$ cat src/rtl/char_ram_arbiter_if.sv
// CPU-side request/acknowledge bus of the character RAM arbiter.
// The CPU side drives the request; the arbiter returns the ack pulse and the read data.
interface char_ram_arbiter_if #(
  parameter int unsigned DATA_W = 6,
  parameter int unsigned H_BITS = 8,
  parameter int unsigned V_BITS = 7
);
  logic              cpuReq;
  logic              cpuWe;
  logic [H_BITS-1:0] cpuH;
  logic [V_BITS-1:0] cpuV;
  logic [DATA_W-1:0] cpuWData;
  logic              cpuAck;
  logic [DATA_W-1:0] cpuRData;

  modport master (
    output cpuReq, cpuWe, cpuH, cpuV, cpuWData,
    input  cpuAck, cpuRData
  );

  modport slave (
    input  cpuReq, cpuWe, cpuH, cpuV, cpuWData,
    output cpuAck, cpuRData
  );
endinterface

$ cat src/rtl/char_ram_arbiter.sv
// Shares the character RAM CPU port between VGA glyph fetch (always wins), latched CPU
// accesses and a clear-screen sequencer that fills the visible area in VGA-free cycles.
module char_ram_arbiter #(
  parameter int unsigned DATA_W    = 6,
  parameter int unsigned H_BITS    = 8,
  parameter int unsigned V_BITS    = 7,
  parameter int unsigned H_COLS    = 80,
  parameter int unsigned V_ROWS    = 60,
  parameter int unsigned STALL_MAX = 16
) (
  input  logic              clk,
  input  logic              reset,
  input  logic              vgaReq,
  char_ram_arbiter_if.slave cpu,
  input  logic              clrStart,
  input  logic [DATA_W-1:0] clrFill,
  output logic              clrBusy,
  output logic              stallErr,
  output logic              ramVgaEn,
  output logic              ramCpuEn,
  output logic              ramCpuWe,
  output logic [H_BITS-1:0] ramH,
  output logic [V_BITS-1:0] ramV,
  output logic [DATA_W-1:0] ramWData,
  input  logic [DATA_W-1:0] ramCpuData
);

  localparam int unsigned STALL_W = $clog2(STALL_MAX + 2);

  typedef enum logic [1:0] {IDLE, PEND, DONE, CLEAR} state_t;

  state_t             state;
  logic               weQ;
  logic [H_BITS-1:0]  hQ;
  logic [V_BITS-1:0]  vQ;
  logic [DATA_W-1:0]  dataQ;
  logic [DATA_W-1:0]  fillQ;
  logic [H_BITS-1:0]  col;
  logic [V_BITS-1:0]  row;
  logic               clrPending;
  logic [STALL_W-1:0] stallCnt;
  logic               lastCol;
  logic               lastCell;

  assign lastCol  = (col == H_BITS'(H_COLS - 1));
  assign lastCell = lastCol && (row == V_BITS'(V_ROWS - 1));

  // Arbitration state machine; a clear request that cannot start yet is parked in clrPending.
  always_ff @(posedge clk or negedge reset) begin
    if (!reset) begin
      state      <= IDLE;
      weQ        <= 1'b0;
      hQ         <= '0;
      vQ         <= '0;
      dataQ      <= '0;
      fillQ      <= '0;
      col        <= '0;
      row        <= '0;
      clrPending <= 1'b0;
      stallCnt   <= '0;
      stallErr   <= 1'b0;
    end else begin
      case (state)
        IDLE: begin
          if (cpu.cpuReq) begin
            weQ   <= cpu.cpuWe;
            hQ    <= cpu.cpuH;
            vQ    <= cpu.cpuV;
            dataQ <= cpu.cpuWData;
            state <= PEND;
            if (clrStart) begin
              clrPending <= 1'b1;
              fillQ      <= clrFill;
            end
          end else if (clrStart || clrPending) begin
            if (clrStart) fillQ <= clrFill;
            clrPending <= 1'b0;
            col        <= '0;
            row        <= '0;
            state      <= CLEAR;
          end
        end
        PEND: begin
          if (clrStart) begin
            clrPending <= 1'b1;
            fillQ      <= clrFill;
          end
          if (vgaReq) begin
            if (stallCnt != '1) stallCnt <= stallCnt + 1'b1;
            // The count after this stall cycle exceeds the limit.
            if (stallCnt >= STALL_W'(STALL_MAX)) stallErr <= 1'b1;
          end else begin
            stallCnt <= '0;
            state    <= DONE;
          end
        end
        DONE: begin
          if (clrStart) begin
            clrPending <= 1'b1;
            fillQ      <= clrFill;
          end
          state <= IDLE;
        end
        CLEAR: begin
          if (!vgaReq) begin
            if (lastCell) begin
              state <= IDLE;
            end else if (lastCol) begin
              col <= '0;
              row <= row + 1'b1;
            end else begin
              col <= col + 1'b1;
            end
          end
        end
        default: state <= IDLE;
      endcase
    end
  end

  // RAM-side drive: VGA masks every CPU-side enable in the same cycle.
  assign ramVgaEn     = vgaReq;
  assign ramCpuEn     = !vgaReq && ((state == PEND) || (state == CLEAR));
  assign ramCpuWe     = !vgaReq && (((state == PEND) && weQ) || (state == CLEAR));
  assign ramH         = (state == CLEAR) ? col   : hQ;
  assign ramV         = (state == CLEAR) ? row   : vQ;
  assign ramWData     = (state == CLEAR) ? fillQ : dataQ;
  assign clrBusy      = clrPending || (state == CLEAR);
  assign cpu.cpuAck   = (state == DONE);
  assign cpu.cpuRData = ramCpuData;

endmodule

$ cat src/flat_wrapper.sv
// flat-port wrapper written by rule: the top's interface ports become plain ports
module char_ram_arbiter_flat 
#(
  parameter int unsigned DATA_W    = 6,
  parameter int unsigned H_BITS    = 8,
  parameter int unsigned V_BITS    = 7,
  parameter int unsigned H_COLS    = 80,
  parameter int unsigned V_ROWS    = 60,
  parameter int unsigned STALL_MAX = 16
)
  (clk, reset, vgaReq, clrStart, clrFill, clrBusy, stallErr, ramVgaEn, ramCpuEn, ramCpuWe, ramH, ramV, ramWData, ramCpuData, cpu_cpuReq, cpu_cpuWe, cpu_cpuH, cpu_cpuV, cpu_cpuWData, cpu_cpuAck, cpu_cpuRData);
  char_ram_arbiter_if #(.DATA_W(DATA_W), .H_BITS(H_BITS), .V_BITS(V_BITS)) cpu_i ();
  input  logic clk;
  input  logic reset;
  input  logic vgaReq;
  input  logic clrStart;
  input  logic [DATA_W-1:0] clrFill;
  output logic clrBusy;
  output logic stallErr;
  output logic ramVgaEn;
  output logic ramCpuEn;
  output logic ramCpuWe;
  output logic [H_BITS-1:0] ramH;
  output logic [V_BITS-1:0] ramV;
  output logic [DATA_W-1:0] ramWData;
  input  logic [DATA_W-1:0] ramCpuData;
  input wire logic [$bits(cpu_i.cpuReq)-1:0] cpu_cpuReq;
  input wire logic [$bits(cpu_i.cpuWe)-1:0] cpu_cpuWe;
  input wire logic [$bits(cpu_i.cpuH)-1:0] cpu_cpuH;
  input wire logic [$bits(cpu_i.cpuV)-1:0] cpu_cpuV;
  input wire logic [$bits(cpu_i.cpuWData)-1:0] cpu_cpuWData;
  output wire logic [$bits(cpu_i.cpuAck)-1:0] cpu_cpuAck;
  output wire logic [$bits(cpu_i.cpuRData)-1:0] cpu_cpuRData;
  assign cpu_i.cpuReq = cpu_cpuReq;
  assign cpu_i.cpuWe = cpu_cpuWe;
  assign cpu_i.cpuH = cpu_cpuH;
  assign cpu_i.cpuV = cpu_cpuV;
  assign cpu_i.cpuWData = cpu_cpuWData;
  assign cpu_cpuAck = cpu_i.cpuAck;
  assign cpu_cpuRData = cpu_i.cpuRData;
  char_ram_arbiter #(.DATA_W(DATA_W), .H_BITS(H_BITS), .V_BITS(V_BITS), .H_COLS(H_COLS), .V_ROWS(V_ROWS), .STALL_MAX(STALL_MAX)) u_core (.clk(clk), .reset(reset), .vgaReq(vgaReq), .cpu(cpu_i), .clrStart(clrStart), .clrFill(clrFill), .clrBusy(clrBusy), .stallErr(stallErr), .ramVgaEn(ramVgaEn), .ramCpuEn(ramCpuEn), .ramCpuWe(ramCpuWe), .ramH(ramH), .ramV(ramV), .ramWData(ramWData), .ramCpuData(ramCpuData));
endmodule
$ cat config.mk
export PLATFORM = sky130hd
export DESIGN_NAME = char_ram_arbiter_flat
export DESIGN_NICKNAME = d
export VERILOG_FILES = /design/src/rtl/char_ram_arbiter_if.sv /design/src/rtl/char_ram_arbiter.sv /design/src/flat_wrapper.sv
export SDC_FILE = /design/constraint.sdc
export NUM_CORES = 1
export LEC_CHECK = 0
export ABC_AREA = 0
export CORE_MARGIN = 2
export CORE_UTILIZATION = 40
export CTS_BUF_LIST = sky130_fd_sc_hd__clkbuf_4
export CTS_CLUSTER_DIAMETER = 120
export DETAILED_ROUTE_END_ITERATION = 6
export PLACE_DENSITY = 0.68
export REMOVE_ABC_BUFFERS = 1
export SLEW_MARGIN = 10
export SYNTH_ARGS = -nofsm -noshare
export SYNTH_HDL_FRONTEND = slang
export SYNTH_SLANG_ARGS = --single-unit
$ cat constraint.sdc
create_clock -name clk -period 3.99 [get_ports clk]
set_clock_uncertainty 0.05 [all_clocks]
set_input_delay 1.197 -clock clk [delete_from_list [all_inputs] [get_ports clk]]
set_output_delay 1.197 -clock clk [all_outputs]
set_load 0.01 [all_outputs]
# Word level (Yosys, flattened, before mapping)
# Index checks and enable logic that the tools add are counted.
[classes]
muxes = 31
magnitude_cmp = 1
addsub = 3
eq_ne = 15
n_reduce_logical = 20
[op_table]
columns = ["operator", "n"]
rows = [
  ["$mux 8", 6],
  ["$mux 7", 6],
  ["$mux 6", 4],
  ["$pmux 8 s2", 1],
  ["$pmux 7 s2", 1],
  ["$pmux 6 s2", 1],
  ["$mux 2", 5],
  ["$mux 5", 2],
  ["$add 8x1->8 const B", 1],
  ["$eq 8x7->1 const B", 1],
  ["$ne 2x1->1 const B", 4],
  ["$ne 2x2->1 const B", 4],
  ["$pmux 2 s4", 1],
  ["$add 7x1->7 const B", 1],
  ["$eq 7x6->1 const B", 1],
  ["$reduce_and 2->1", 3],
  ["$reduce_and 6->1", 1],
  ["$add 5x1->5 const B", 1],
  ["$ge 5x5->1 const B", 1],
  ["$ne 5x5->1 const B", 1],
  ["$reduce_and 5->1", 1],
  ["$eq 2x2->1 const B", 2],
  ["$logic_and 1x1->1", 4],
  ["$logic_or 1x1->1", 4],
  ["other kinds (10)", 13],
]
[totals]
out_inout_bits = 33
word_cells = 81
reg_bits = 52

# Longest topological paths before layout
[depth]
ltp_word = 5
ltp_mapped = 8
depth_no_buf = 8

# Least setup slack after synthesis
# OpenSTA, ideal clock, no wires.
[synth_timing]
kind = "input port to output port"
from = "input vgaReq"
to = "output ramCpuWe"
required_time_ps = 2743
arrival_time_ps = 1779
stages = 3
path_slack_ps = 964
path_cell_list = "clkbuf_1 > nor2_1 > o21a_1"
[synth_between]
elab_chain_cells = 2
[synth_lines]
columns = ["item", "line", "source"]
rows = [
  ["start, declared", "flat_wrapper.sv:15", "input logic vgaReq;"],
  ["$logic_not 1->1", "--", ""],
  ["$logic_and 1x1->1", "char_ram_arbiter.sv:124", "assign ramCpuWe = !vgaReq && (((state == PEND) && weQ) || (state == CLEAR));"],
  ["end, declared", "flat_wrapper.sv:22", "output logic ramCpuWe;"],
]
# Every way passes these cells.

# Worst setup path in the final report
# Ends and elaborated chain as after synthesis.

==> flow_summary.json <==
{
  "layout-drive-gt1-share_pct": 23.76,
  "synth_area_leaders": "dfrtp_1 47%, mux2_2 21%, ha_1 3.6%",
  "powerDensity_nw_per_um2": 636.0,
  "worst_slew_margin_rel_pct": 36.89,
  "ctsResizeCount": 0,
  "clock-sinks": 52,
  "drt-total-wl_um": 5663,
  "r2r_start": "u_core.state[0]",
  "syn_to_final_growth_pct": 25.15,
  "min_period_over_period_pct": 92.84,
  "crit_type": "input pin to output pin",
  "finalPower_mw": 2.226,
  "outcome": "finished clean",
  "cts_hold_buffers": 0,
  "end_kind": "output pin",
  "cts_tree": "yes",
  "hold_viol": 0,
  "clk_pin_slew_ns": 0.17,
  "numCtsBuffers": 5,
  "ys_types": 41,
  "grt_setup_unrepaired": "no",
  "die_w_um": 87.61,
  "maxSlewViolCount": 0,
  "synthDominantCellAreaShare_pct": 46.53,
  "p_comb_share_pct": 52.0,
  "seq_area_frac_synth_pct": 46.53,
  "die-area_um2": 7676,
  "clock_latency_ns": 0.37,
  "worst_ep_required_time_ns": 2.74,
  "grtUsageTotal_pct": 15.85,
  "finalSetupTns_ns": 0,
  "fin_nets": 349,
  "maxCapViolations": 0,
  "seqPwrFrac_pct": 36.5,
  "final_cell_mix": "58 x clkdlybuf4s50_1, 52 x dfrtp_1, 51 x mux2_2",
  "initial_core_util_pct": 41.16,
  "crit_start": "vgaReq",
  "final_common_cell": "clkdlybuf4s50_1",
  "arrival_ns": 2.46,
  "multi_input_area_um2": 1373,
  "final-setup-viol-count": 0,
  "antenna_found_initial": 0,
  "clkPwrFrac_pct": 11.5,
  "antenna_cells": 0,
  "n_fill_cell": 643,
  "grt.overflow.total": 0,
  "fmax_mhz": 270.0,
  "hp-class": "flip-flop to flip-flop",
  "drt_iter0_drc": 134,
  "row_count": 30,
  "clk_path_buf_depth": 2,
  "start_kind": "input pin",
  "grt_pass1_wl_um": 9632,
  "die_height_um": 87.61,
  "core-area_um2": 6794,
  "crit_fanout": 2,
  "globalplace.congestion": 0.7806,
  "first_global_vias": 2080,
  "avgSynthCellArea_um2": 11.14,
  "hpwl_um": 3989,
  "io_buffers": 59,
  "htreeDepth": 2,
  "pin_count": 72,
  "synth-seq-cells": 52,
  "vias_per_cell": 5.145,
  "drc_errors": 0,
  "synthCells": 251,
  "drt-pass1-iter-count": 4,
  "internal_power_mw": 1.445,
  "seq_area_um2": 1301,
  "wire_per_inst_um": 14.19,
  "grt_max_degree": 45,
  "vdd_drop_max_uv": 363.1,
  "ys_warn_count": 0,
  "netSwitchingFraction_pct": 35.10,
  "worst_pin_slew_ns": 0.9467,
  "syn_area_um2": 2796,
  "cts_setup_buffers": 0,
  "min_period_ns": 3.704,
  "p_sw_mw": 0.7813,
  "p_leak_nw": 1.487,
  "hold_start": "u_core.stallCnt[3]",
  "cts_root_buffer": "clkbuf_4",
  "via_count": 2053,
  "yosysTopAreaCell": "dfrtp_1",
  "ant_nets": 0
}
## power groups by stage
stage	Sequential, mW	Clock [mW]	Combinational (mW)
final	0.812	0.257	1.16
after global routing	0.837	0.292	1.26
after CTS	0.809	0.273	1.17
after detailed placement	0.822	0	1.16
after global placement	0.811	0	1.15
after floorplan	0.791	0	0.692
## stage by stage
step                      hold slack [ns]  worst slack, ns  instances  instance area, um2  utilization (%)
after floorplan                    0.3946           0.9399        232                2688                -
after global placement             0.4187           0.3470        391                3426            50.42
after detailed placement           0.4268           0.2658        391                3426            50.42
after CTS                          0.4459           0.1075        399                3490            51.36
after global routing               0.4552           0.1992        399                3500            51.51
final                              0.4428           0.2858        399                3500            51.51
## critical path, stage by stage
cell	delay, ns
clkdlybuf4s50_1	0.41
nor2_1	0.17
o21a_1	0.14
clkdlybuf4s50_1	0.53
## final cells by class
type                    instances  area share [%]
inverters                       7          0.7508
clock buffers                   5           1.073
repair buffers                 63           17.59
multi-input cells             173           39.22
well taps                      96           3.432
clock inverters                 3          0.7508
flip-flops and latches         52           37.18
## worst paths after layout
path,end,slack [ns],cells after the start
worst max-delay path,ramCpuWe,0.29,4
worst min-delay path,u_core.stallCnt[3],0.44,1
worst max register to register,u_core.row[2],1.60,6
worst min register to register,u_core.stallCnt[3],0.44,1
max in group asynchronous,u_core.col[6],2.34,2
min in group asynchronous,u_core.vQ[5],0.90,1
## cell usage after synthesis
| master | number |
|---|---|
| a21oi_4 | 1 |
| nor2b_1 | 4 |
| o21ai_0 | 16 |
| ha_1 | 8 |
| inv_1 | 6 |
| nand2b_1 | 2 |
| nand4_2 | 1 |
| or3_1 | 1 |
| a21oi_1 | 5 |
| o21bai_1 | 2 |
| a22o_1 | 4 |
| nor2_1 | 9 |
| o41ai_1 | 2 |
| o311ai_0 | 1 |
| buf_6 | 1 |
| nor3_1 | 2 |
| dfrtp_1 | 52 |
| buf_4 | 8 |
| a211o_1 | 3 |
| and4_1 | 1 |
| or2_2 | 1 |
| inv_2 | 1 |
| nor4b_1 | 3 |
| nand4_1 | 1 |
| mux2_2 | 51 |
| a21o_1 | 1 |
| nand3_1 | 7 |
| nand4b_1 | 1 |
| and3_1 | 8 |
| nor4b_4 | 1 |
| o21a_1 | 1 |
| o31ai_1 | 1 |
| a211oi_2 | 1 |
| a31oi_1 | 4 |
| nand2_1 | 24 |
| a211oi_1 | 1 |
| clkbuf_1 | 8 |
| o32a_1 | 1 |
| a21bo_2 | 1 |
| buf_1 | 2 |
| and2_1 | 3 |
## sequential cells by signal, indices dropped and copies added (netlist names)
register and cells:
u_core.stallCnt 5, u_core.row 7, u_core.clrPending 1, u_core.vQ 7, u_core.fillQ 6, u_core.weQ 1, u_core.dataQ 6, u_core.state 2
u_core.hQ 8, u_core.stallErr 1, u_core.col 8
## metal layers
| metal | global-route usage, % | part of all wire, % |
|---|---|---|
| met1 | 21.59 | 46 |
| met2 | 25.55 | 49 |
| met3 | 4.053 | 4.3 |
| met4 | 3.776 | 0.99 |
| met5 | 0 | 0 |
## logic make-up after synthesis
group | synth area share (%)
adder cells (fa/ha/maj) | 3.580
flip-flops | 46.53
AO/OA/AOI/OAI | 11.14
AND/OR/NAND/NOR | 13.38
buffers and inverters | 4.832
multiplexers | 20.54
No activity file was read; power rests on OpenSTA's default activity.
